$ cat src/rtl/sadc_sample_fifo.sv
// rtl/sadc_sample_fifo.sv - APB-mapped sample FIFO fed by an asynchronous ADC strobe
//
// Purpose: synchronises the ADC sample strobe into the pclk domain, buffers
// captured 12-bit samples in a DEPTH-entry FIFO and exposes control, status
// and a pop-on-read data port over APB, with a level interrupt.
//
// Ports:
//   pclk, presetn              - clock and asynchronous active-low reset
//   psel, penable, pwrite      - APB controls (single-cycle access accepted)
//   paddr[5:2], pwdata[31:0]   - word address and write data
//   prdata[31:0], pready       - read data, always ready
//   fr_sadc_clk, fr_sadc_data  - asynchronous ADC strobe and 12-bit result
//   sadc_int                   - registered level interrupt
//
// Configuration macro: SADC_FIFO_AVG_EN enables 4-sample averaging (CTRL[2]).

module sadc_sample_fifo #(
  parameter int DEPTH = 16
) (
  input  logic        pclk,
  input  logic        presetn,
  input  logic        psel,
  input  logic        penable,
  input  logic        pwrite,
  input  logic [5:2]  paddr,
  input  logic [31:0] pwdata,
  output logic [31:0] prdata,
  output logic        pready,
  input  logic        fr_sadc_clk,
  input  logic [11:0] fr_sadc_data,
  output logic        sadc_int
);

  localparam int AW = $clog2(DEPTH);
  localparam int LW = 7;

  // Strobe and data synchronisers
  logic        s0, s1, s2;
  logic [11:0] d0, d1;
  logic        edge_det;

  always_ff @(posedge pclk or negedge presetn) begin
    if (!presetn) begin
      s0 <= 1'b0;
      s1 <= 1'b0;
      s2 <= 1'b0;
      d0 <= '0;
      d1 <= '0;
    end else begin
      s0 <= fr_sadc_clk;
      s1 <= s0;
      s2 <= s1;
      d0 <= fr_sadc_data;
      d1 <= d0;
    end
  end

  // d1 lines up with s1, so it holds the sample belonging to this edge
  assign edge_det = s1 & ~s2;

  // APB decode
  logic wr_en, rd_en, ctrl_wr, stat_wr, data_rd, flush;

  assign pready  = 1'b1;
  assign wr_en   = psel & penable & pwrite;
  assign rd_en   = psel & penable & ~pwrite;
  assign ctrl_wr = wr_en & (paddr == 4'h0);
  assign stat_wr = wr_en & (paddr == 4'h1);
  assign data_rd = rd_en & (paddr == 4'h2);
  assign flush   = ctrl_wr & pwdata[1];

  // Control register
  logic       en, thr_ie, ovf_ie, avg_en;
  logic [3:0] thresh;

  always_ff @(posedge pclk or negedge presetn) begin
    if (!presetn) begin
      en     <= 1'b0;
      thresh <= '0;
      thr_ie <= 1'b0;
      ovf_ie <= 1'b0;
    end else if (ctrl_wr) begin
      en     <= pwdata[0];
      thresh <= pwdata[7:4];
      thr_ie <= pwdata[8];
      ovf_ie <= pwdata[9];
    end
  end

  logic        cap;
  logic        push_req;
  logic [11:0] push_data;

  assign cap = edge_det & en;

`ifdef SADC_FIFO_AVG_EN
  logic [13:0] acc;
  logic [13:0] sum;
  logic [1:0]  acnt;
  logic        avg_clr;

  always_ff @(posedge pclk or negedge presetn) begin
    if (!presetn)     avg_en <= 1'b0;
    else if (ctrl_wr) avg_en <= pwdata[2];
  end

  // Any change of averaging mode or loss of enable restarts the group of four
  assign avg_clr   = flush | ~en | (ctrl_wr & (pwdata[2] != avg_en));
  assign sum       = acc + {2'b00, d1};
  assign push_req  = cap & (~avg_en | (acnt == 2'd3));
  assign push_data = avg_en ? sum[13:2] : d1;

  always_ff @(posedge pclk or negedge presetn) begin
    if (!presetn) begin
      acc  <= '0;
      acnt <= '0;
    end else if (avg_clr) begin
      acc  <= '0;
      acnt <= '0;
    end else if (cap && avg_en) begin
      if (acnt == 2'd3) begin
        acc  <= '0;
        acnt <= '0;
      end else begin
        acc  <= sum;
        acnt <= acnt + 2'd1;
      end
    end
  end
`else
  assign avg_en    = 1'b0;
  assign push_req  = cap;
  assign push_data = d1;
`endif

  // FIFO storage and pointers
  logic [11:0]   mem [DEPTH];
  logic [AW-1:0] wptr, rptr;
  logic [LW-1:0] level;
  logic          empty, full, pop, push_ok, ovf_set;
  logic          ovf, thr_hit;

  assign empty   = (level == '0);
  assign full    = (level == LW'(DEPTH));
  assign pop     = data_rd & ~empty;
  // A pop in the same cycle frees the slot a full FIFO would otherwise lack
  assign push_ok = push_req & ~flush & (~full | pop);
  assign ovf_set = push_req & ~flush & full & ~pop;
  assign thr_hit = (thresh != 4'd0) & (level >= {3'b000, thresh});

  always_ff @(posedge pclk) begin
    if (push_ok) mem[wptr] <= push_data;
  end

  always_ff @(posedge pclk or negedge presetn) begin
    if (!presetn) begin
      wptr  <= '0;
      rptr  <= '0;
      level <= '0;
    end else if (flush) begin
      wptr  <= '0;
      rptr  <= '0;
      level <= '0;
    end else begin
      if (push_ok) wptr <= wptr + AW'(1);
      if (pop)     rptr <= rptr + AW'(1);
      case ({push_ok, pop})
        2'b10:   level <= level + LW'(1);
        2'b01:   level <= level - LW'(1);
        default: level <= level;
      endcase
    end
  end

  // Overflow flag: hardware set takes priority over the W1C clear
  always_ff @(posedge pclk or negedge presetn) begin
    if (!presetn)                    ovf <= 1'b0;
    else if (ovf_set)                ovf <= 1'b1;
    else if (stat_wr && pwdata[10])  ovf <= 1'b0;
  end

  always_ff @(posedge pclk or negedge presetn) begin
    if (!presetn) sadc_int <= 1'b0;
    else          sadc_int <= (thr_ie & thr_hit) | (ovf_ie & ovf);
  end

  // Read mux
  always_comb begin
    prdata = '0;
    if (presetn && rd_en) begin
      case (paddr)
        4'h0: prdata = {22'b0, ovf_ie, thr_ie, thresh, 1'b0, avg_en, 1'b0, en};
        4'h1: prdata = {20'b0, thr_hit, ovf, full, empty, 1'b0, level};
        4'h2: if (!empty) prdata = {1'b1, 19'b0, mem[rptr]};
        default: prdata = '0;
      endcase
    end
  end

  logic unused_ok;
  assign unused_ok = ^pwdata;

endmodule

$ cat config.mk
export PLATFORM = sky130hd
export DESIGN_NAME = sadc_sample_fifo
export DESIGN_NICKNAME = d
export VERILOG_FILES = /design/src/rtl/sadc_sample_fifo.sv
export SDC_FILE = /design/constraint.sdc
export NUM_CORES = 1
export LEC_CHECK = 0
export CORE_MARGIN = 2
export CORE_UTILIZATION = 35
export DETAILED_ROUTE_END_ITERATION = 6
export PLACE_DENSITY = 0.52
export SYNTH_ARGS = -nofsm -noshare
export SYNTH_HDL_FRONTEND = slang
export SYNTH_SLANG_ARGS = --single-unit
$ cat constraint.sdc
create_clock -name pclk -period 6.12 [get_ports pclk]
set_clock_uncertainty 0.1 [all_clocks]
set_input_delay 1.224 -clock pclk [delete_from_list [all_inputs] [get_ports pclk]]
set_output_delay 1.224 -clock pclk [all_outputs]
set_load 0.01 [all_outputs]
After elaboration in Yosys (flattened, before gate mapping)
Memories as Yosys holds them, arrays and structs flattened.
Index checks and enable logic that the tools add are counted.
- memories: 1
- bits in writable memories: 192
- input bits: 54
- bits in registers: 51
- word-level logic and storage cells: 72
- output and inout port bits: 34
- order comparisons: 1
- add/sub/neg operators: 4
- mux-type cells: 13
- reduce and logical (&&, ||, !) cells: 9
- equal/unequal tests: 5
- bitwise operators: 25
- memories (memory ; depth ; width ; rd ports ; clocked after memory_dff ; write ports ; RTL line ; text):
    mem ; 16 ; 12 ; 1 ; 0 ; 1 ; 137 ; logic [11:0] mem [DEPTH];
- operators by type and width (kind ; number):
    32-bit one-hot mux with 3 select lines ; 1
    32-bit two-way mux ; 2
    1-bit AND ; 17
    4-bit two-way mux ; 4
    7-bit one-hot mux with 2 select lines ; 1
    4-bit by 1-bit adder with 4-bit output, second input constant ; 2
    7-bit by 1-bit adder with 7-bit output, second input constant ; 1
    7-bit by 5-bit equality test with 1-bit output, second input constant ; 1
    7-bit by 4-bit >= comparator with 1-bit output ; 1
    7-bit logical NOT ; 1
    7-bit two-way mux ; 1
    7-bit by 1-bit subtractor with 7-bit output, second input constant ; 1
    1-bit inverter ; 6
    2-bit nonzero test ; 3
    4-bit by 1-bit equality test with 1-bit output, second input constant ; 1
    4-bit by 2-bit equality test with 1-bit output, second input constant ; 1
    4-bit logical NOT ; 1
    1-bit two-way mux ; 4
    4-bit nonzero test ; 1
    3-bit nonzero test ; 1
    2-bit by 1-bit equality test with 1-bit output, second input constant ; 1
    2-bit equality test, second input constant ; 1
    1-bit logical AND ; 2
    1-bit OR ; 2

Logic depth before layout (Yosys ltp)
- depth in word-level cells: 10
- depth in mapped cells: 10
- gate-level depth less buffers: 9

Least setup slack after synthesis
Ideal clock, no wire load.
- path kind: input port to flip-flop
- start point: in paddr[2] in the netlist's numbering
- end point: reg level[6]
- data arrival time: 3.977 ns
- path slack: 1.977 ns
- path buffers: 0
- stages on the path: 9
- cells stage by stage: or4_4 o31a_1 nor2_1 ha_1 a211oi_1 o21bai_1 a2111oi_0 a22oi_1 nand2_1
- longest elaborated chain between the ends: 9
- elaborated cells on any way between the ends: 15
- RTL lines (item ; RTL line ; text):
    start, declared ; 25 ; input logic [5:2] paddr,
    4-bit logical NOT ; 67 ; assign ctrl_wr = wr_en & (paddr == 4'h0);
    1-bit AND ; 67 ;
    1-bit AND ; 70 ; assign flush = ctrl_wr & pwdata[1];
    1-bit inverter ; 147 ; assign push_ok = push_req & ~flush & (~full | pop);
    1-bit AND (2 in a row) ; 147 ;
    2-bit by 1-bit equality test with 1-bit output / 2-bit equality test (equally long branches) ; 167 ; case ({push_ok, pop})
    7-bit one-hot mux with 2 select lines ; 167 ;
    7-bit two-way mux ; 160 ; end else if (flush) begin
    end signal, assigned ; 168 ; 2'b10: level <= level + LW'(1);
    end signal, assigned ; 169 ; 2'b01: level <= level - LW'(1);
    end signal, assigned ; 170 ; default: level <= level;
    end, declared ; 139 ; logic [LW-1:0] level;
Several ways; a longest one is shown, not always the timed one.
A chain may end at the register's enable or synchronous reset.

Worst setup path in the final report
- start point: in paddr[2] in the netlist's numbering
- end point: out prdata[3]
- longest elaborated chain between the ends: 3
- elaborated cells on any way between the ends: 5
- RTL lines (item ; RTL line ; text):
    4-bit by 2-bit equality test with 1-bit output (tied with other cells) ; 191 ; case (paddr)
    32-bit one-hot mux with 3 select lines * ; 191 ;
    32-bit two-way mux * ; 190 ; if (presetn && rd_en) begin
    end, declared ; 27 ; output logic [31:0] prdata,
Every way passes the cells marked *; elsewhere a longest branch is shown, timed or not.

==> flow_metrics.py <==
metrics = {
    "status": {
        "status": "finished, final reports clean",
    },
    "clock_network": {
        "cts_resized": 0,
        "path_clk_slew_ns": 0.07,
        "cts_hold_buf": 0,
        "htreeDepth": 1,
        "clk_path_buf_depth": 3,
        "worst_skew_pair.late_latency_ns": 0.51,
        "cts_sinks": 243,
        "cts_tree": "built",
        "cts_buffers": 24,
        "cts_setup_buffers": 0,
        "clockRootBuffer": "clkbuf_16",
    },
    "route": {
        "drt-total-wl_um": 21320,
        "routedWlPerCell_um": 20.60,
        "via_count": 5207,
        "ant_nets": 0,
        "first_pass_iters": 5,
        "drtIter0Drc": 415,
        "via_per_inst": 5.031,
        "drc": 0,
    },
    "sta": {
        "min_period_over_period_pct": 82.54,
        "setup_tns_ns": 0,
        "setup-violations-final": 0,
        "max_freq_mhz": 198.0,
        "slew_headroom_pct": 39.31,
        "rsz0062_at_grt": "false",
        "min_period_ns": 5.052,
        "final-hold-violation-count": 0,
        "slew_violations": 0,
        "tightestPinTransition_ns": 0.9104,
    },
    "setup_path": {
        "crit_path_end_kind": "output port",
        "critPathKind": "in2out",
        "worstPathArrival_ns": 3.73,
        "crit_fanout": 12,
        "r2r_cells": 10,
        "cp-start-kind": "primary input",
        "required_ns": 4.80,
    },
    "floorplanning": {
        "ios": 88,
        "die_y_um": 173.5,
        "core_area_sq_um": 28470,
        "initial_core_util_pct": 35.34,
        "rows": 62,
        "die_area_sq_um": 30120,
        "die_w_um": 173.5,
    },
    "pwr": {
        "ir_drop_uv": 220.2,
        "leakagePower_nw": 3.998,
        "power.internal_mw": 2.907,
        "combPwrFrac_pct": 9.7,
        "p_sw_uw": 889.3,
        "clkPwrFrac_pct": 39.7,
        "p_per_area_nw_per_um2": 322.8,
        "seqPwrFrac_pct": 50.6,
        "switching_share_pct": 23.42,
    },
    "grt": {
        "met1_usage_pct": 19.90,
        "grt_pass1_wl_um": 32980,
        "grt_max_degree": 52,
        "grt_pass1_vias": 5368,
        "grt_overflow_total": 0,
        "busiest_layer": "met2",
        "antenna_found_initial": 0,
        "use_met2_pct": 23.57,
        "grtUsageMet3_pct": 1.689,
        "grt.total_usage_pct": 14.37,
    },
    "synth": {
        "synth.ff_latch_count": 243,
        "yosysSeqAreaShare_pct": 69.99,
        "yosys.area_share.simple_pct": 4.950,
        "synth_top_family_by_area": "multiplexers",
        "synth_top_area_share_pct": 57.31,
        "muxShareOfSynthArea_pct": 14.43,
        "synth_area_per_cell_sq_um": 17.65,
        "synth_compound_area_share_pct": 4.925,
        "synth_ff_type": "edfxtp_1",
        "syn_inst": 570,
        "synth_edf_count": 192,
        "synth_top_cell_by_area": "edfxtp_1",
        "synthAdderAreaFrac_pct": 1.940,
        "ys_types": 60,
        "synthTopCellsByArea": "edfxtp_1 (57%), dfrtp_1 (13%), mux4_2 (11%)",
        "syn_area_sq_um": 10060,
        "yosysWarnings": 0,
        "synth_xor_area_share_pct": 0.6964,
        "ys_async_sr_fraction_pct": 20.99,
    },
    "cells_and_area": {
        "mostFrequentLayoutCells": "edfxtp_1 (192), mux4_2 (48), dfrtp_1 (48)",
        "final_common_cell": "edfxtp_1",
        "fillers": 2546,
        "final_util_pct": 41.32,
        "area_growth_pct": 16.91,
        "n_antenna_cell": 0,
        "fin_nets": 702,
        "drive_gt1_share_pct": 20.89,
    },
    "hold_path": {
        "hold_class": "reg2reg",
        "min_path_cells": 0,
    },
    "placed_design": {
        "place_congestion": 0.8911,
        "port_buffers": 44,
        "hpwlAfterDp_um": 13260,
    },
    "flow_run": {
        "cap_viol_max_count": 0,
    },
}
[synthesized netlist by cell type (all sizes together) (2+ instances only)]
master / number
edfxtp: 192
dfrtp: 51
mux4: 48
buf: 31
nor2: 31
a21oi: 21
nand2: 21
mux2i: 19
mux2: 16
ha: 14
clkbuf: 13
inv: 12
o21ai: 12
nor3: 10
a22oi: 6
o22ai: 6
xor2: 6
and2: 5
a211oi: 4
nor4: 4
a21o: 3
nand3: 3
nor4b: 3
or3: 3
and3: 2
and3b: 2
conb: 2
o21bai: 2
or3b: 2
or4: 2
xnor2: 2
[metal layers]
metal  share of wire, %  routed length (um)
met5                  0                   0
met4                3.4                 716
met3                4.1                 875
met2                 48               10190
met1                 45                9539
[logic make-up (layout without fill, tap and decap cells)]
kind of cell,count (synthesis),in the layout
other cells,2,20
buf+inv,56,119
compound gates,68,68
xor+xnor,8,8
flops,243,243
fa+ha+maj,15,15
simple gates,95,95
mux,83,83
[critical path, cell delays in order]
cell and delay (ns):
clkdlybuf4s50_1 0.50, or4b_1 0.60, or3_2 0.59, o21ai_0 0.23
clkdlybuf4s50_1 0.58
[path summary, 6_finish.rpt]
kind                           from        end  slack (ns)
setup / recovery           paddr[2]  prdata[3]        1.07
hold / removal                d0[9]      d1[9]        0.25
setup reg to reg           level[0]   level[6]        2.55
hold reg to reg               d0[9]      d1[9]        0.25
max in group asynchronous   presetn    rptr[0]        4.79
min in group asynchronous   presetn      d1[3]        0.76
[power by group through the flow]
stage	combinational, mW	clock [mW]	sequential, mW
4_1_cts	0.375	1.54	1.92
5_1_grt	0.409	1.62	1.93
6_report	0.370	1.51	1.92
3_3_place_gp	0.368	0	1.95
3_5_place_dp	0.373	0	1.95
2_1_floorplan	0.309	0	1.90
[metrics by stage]
step	worst slack [ns]	cell area, sq um	total power [mW]	hold slack, ns	std cells
floorplan	1.977	10130	2.205	0.2312	588
global placement	1.110	10950	2.318	0.2334	991
detailed placement	1.075	10950	2.328	0.2347	991
CTS	1.070	11760	3.840	0.2489	1035
global route	0.9518	11760	3.955	0.2574	1035
finish	1.068	11760	3.796	0.2489	1035
[state kept, by name, summed over array words and instances (netlist names), 4 cells and up]
| register | cells |
|---|---|
| d0 | 12 |
| d1 | 12 |
| level | 7 |
| mem | 192 |
| rptr | 4 |
| thresh | 4 |
| wptr | 4 |
[cell type report]
class,count,area (sq um),area share [%]
clock buffer,31,658.1,5.595
clock inverter,13,155.1,1.319
inverter,12,45.04,0.3829
multi-input combinational,289,2785,23.68
sequential,243,7048,59.92
tap,384,480.5,4.085
timing repair buffer,63,590.6,5.021
(Power assumes the default switching activity.)
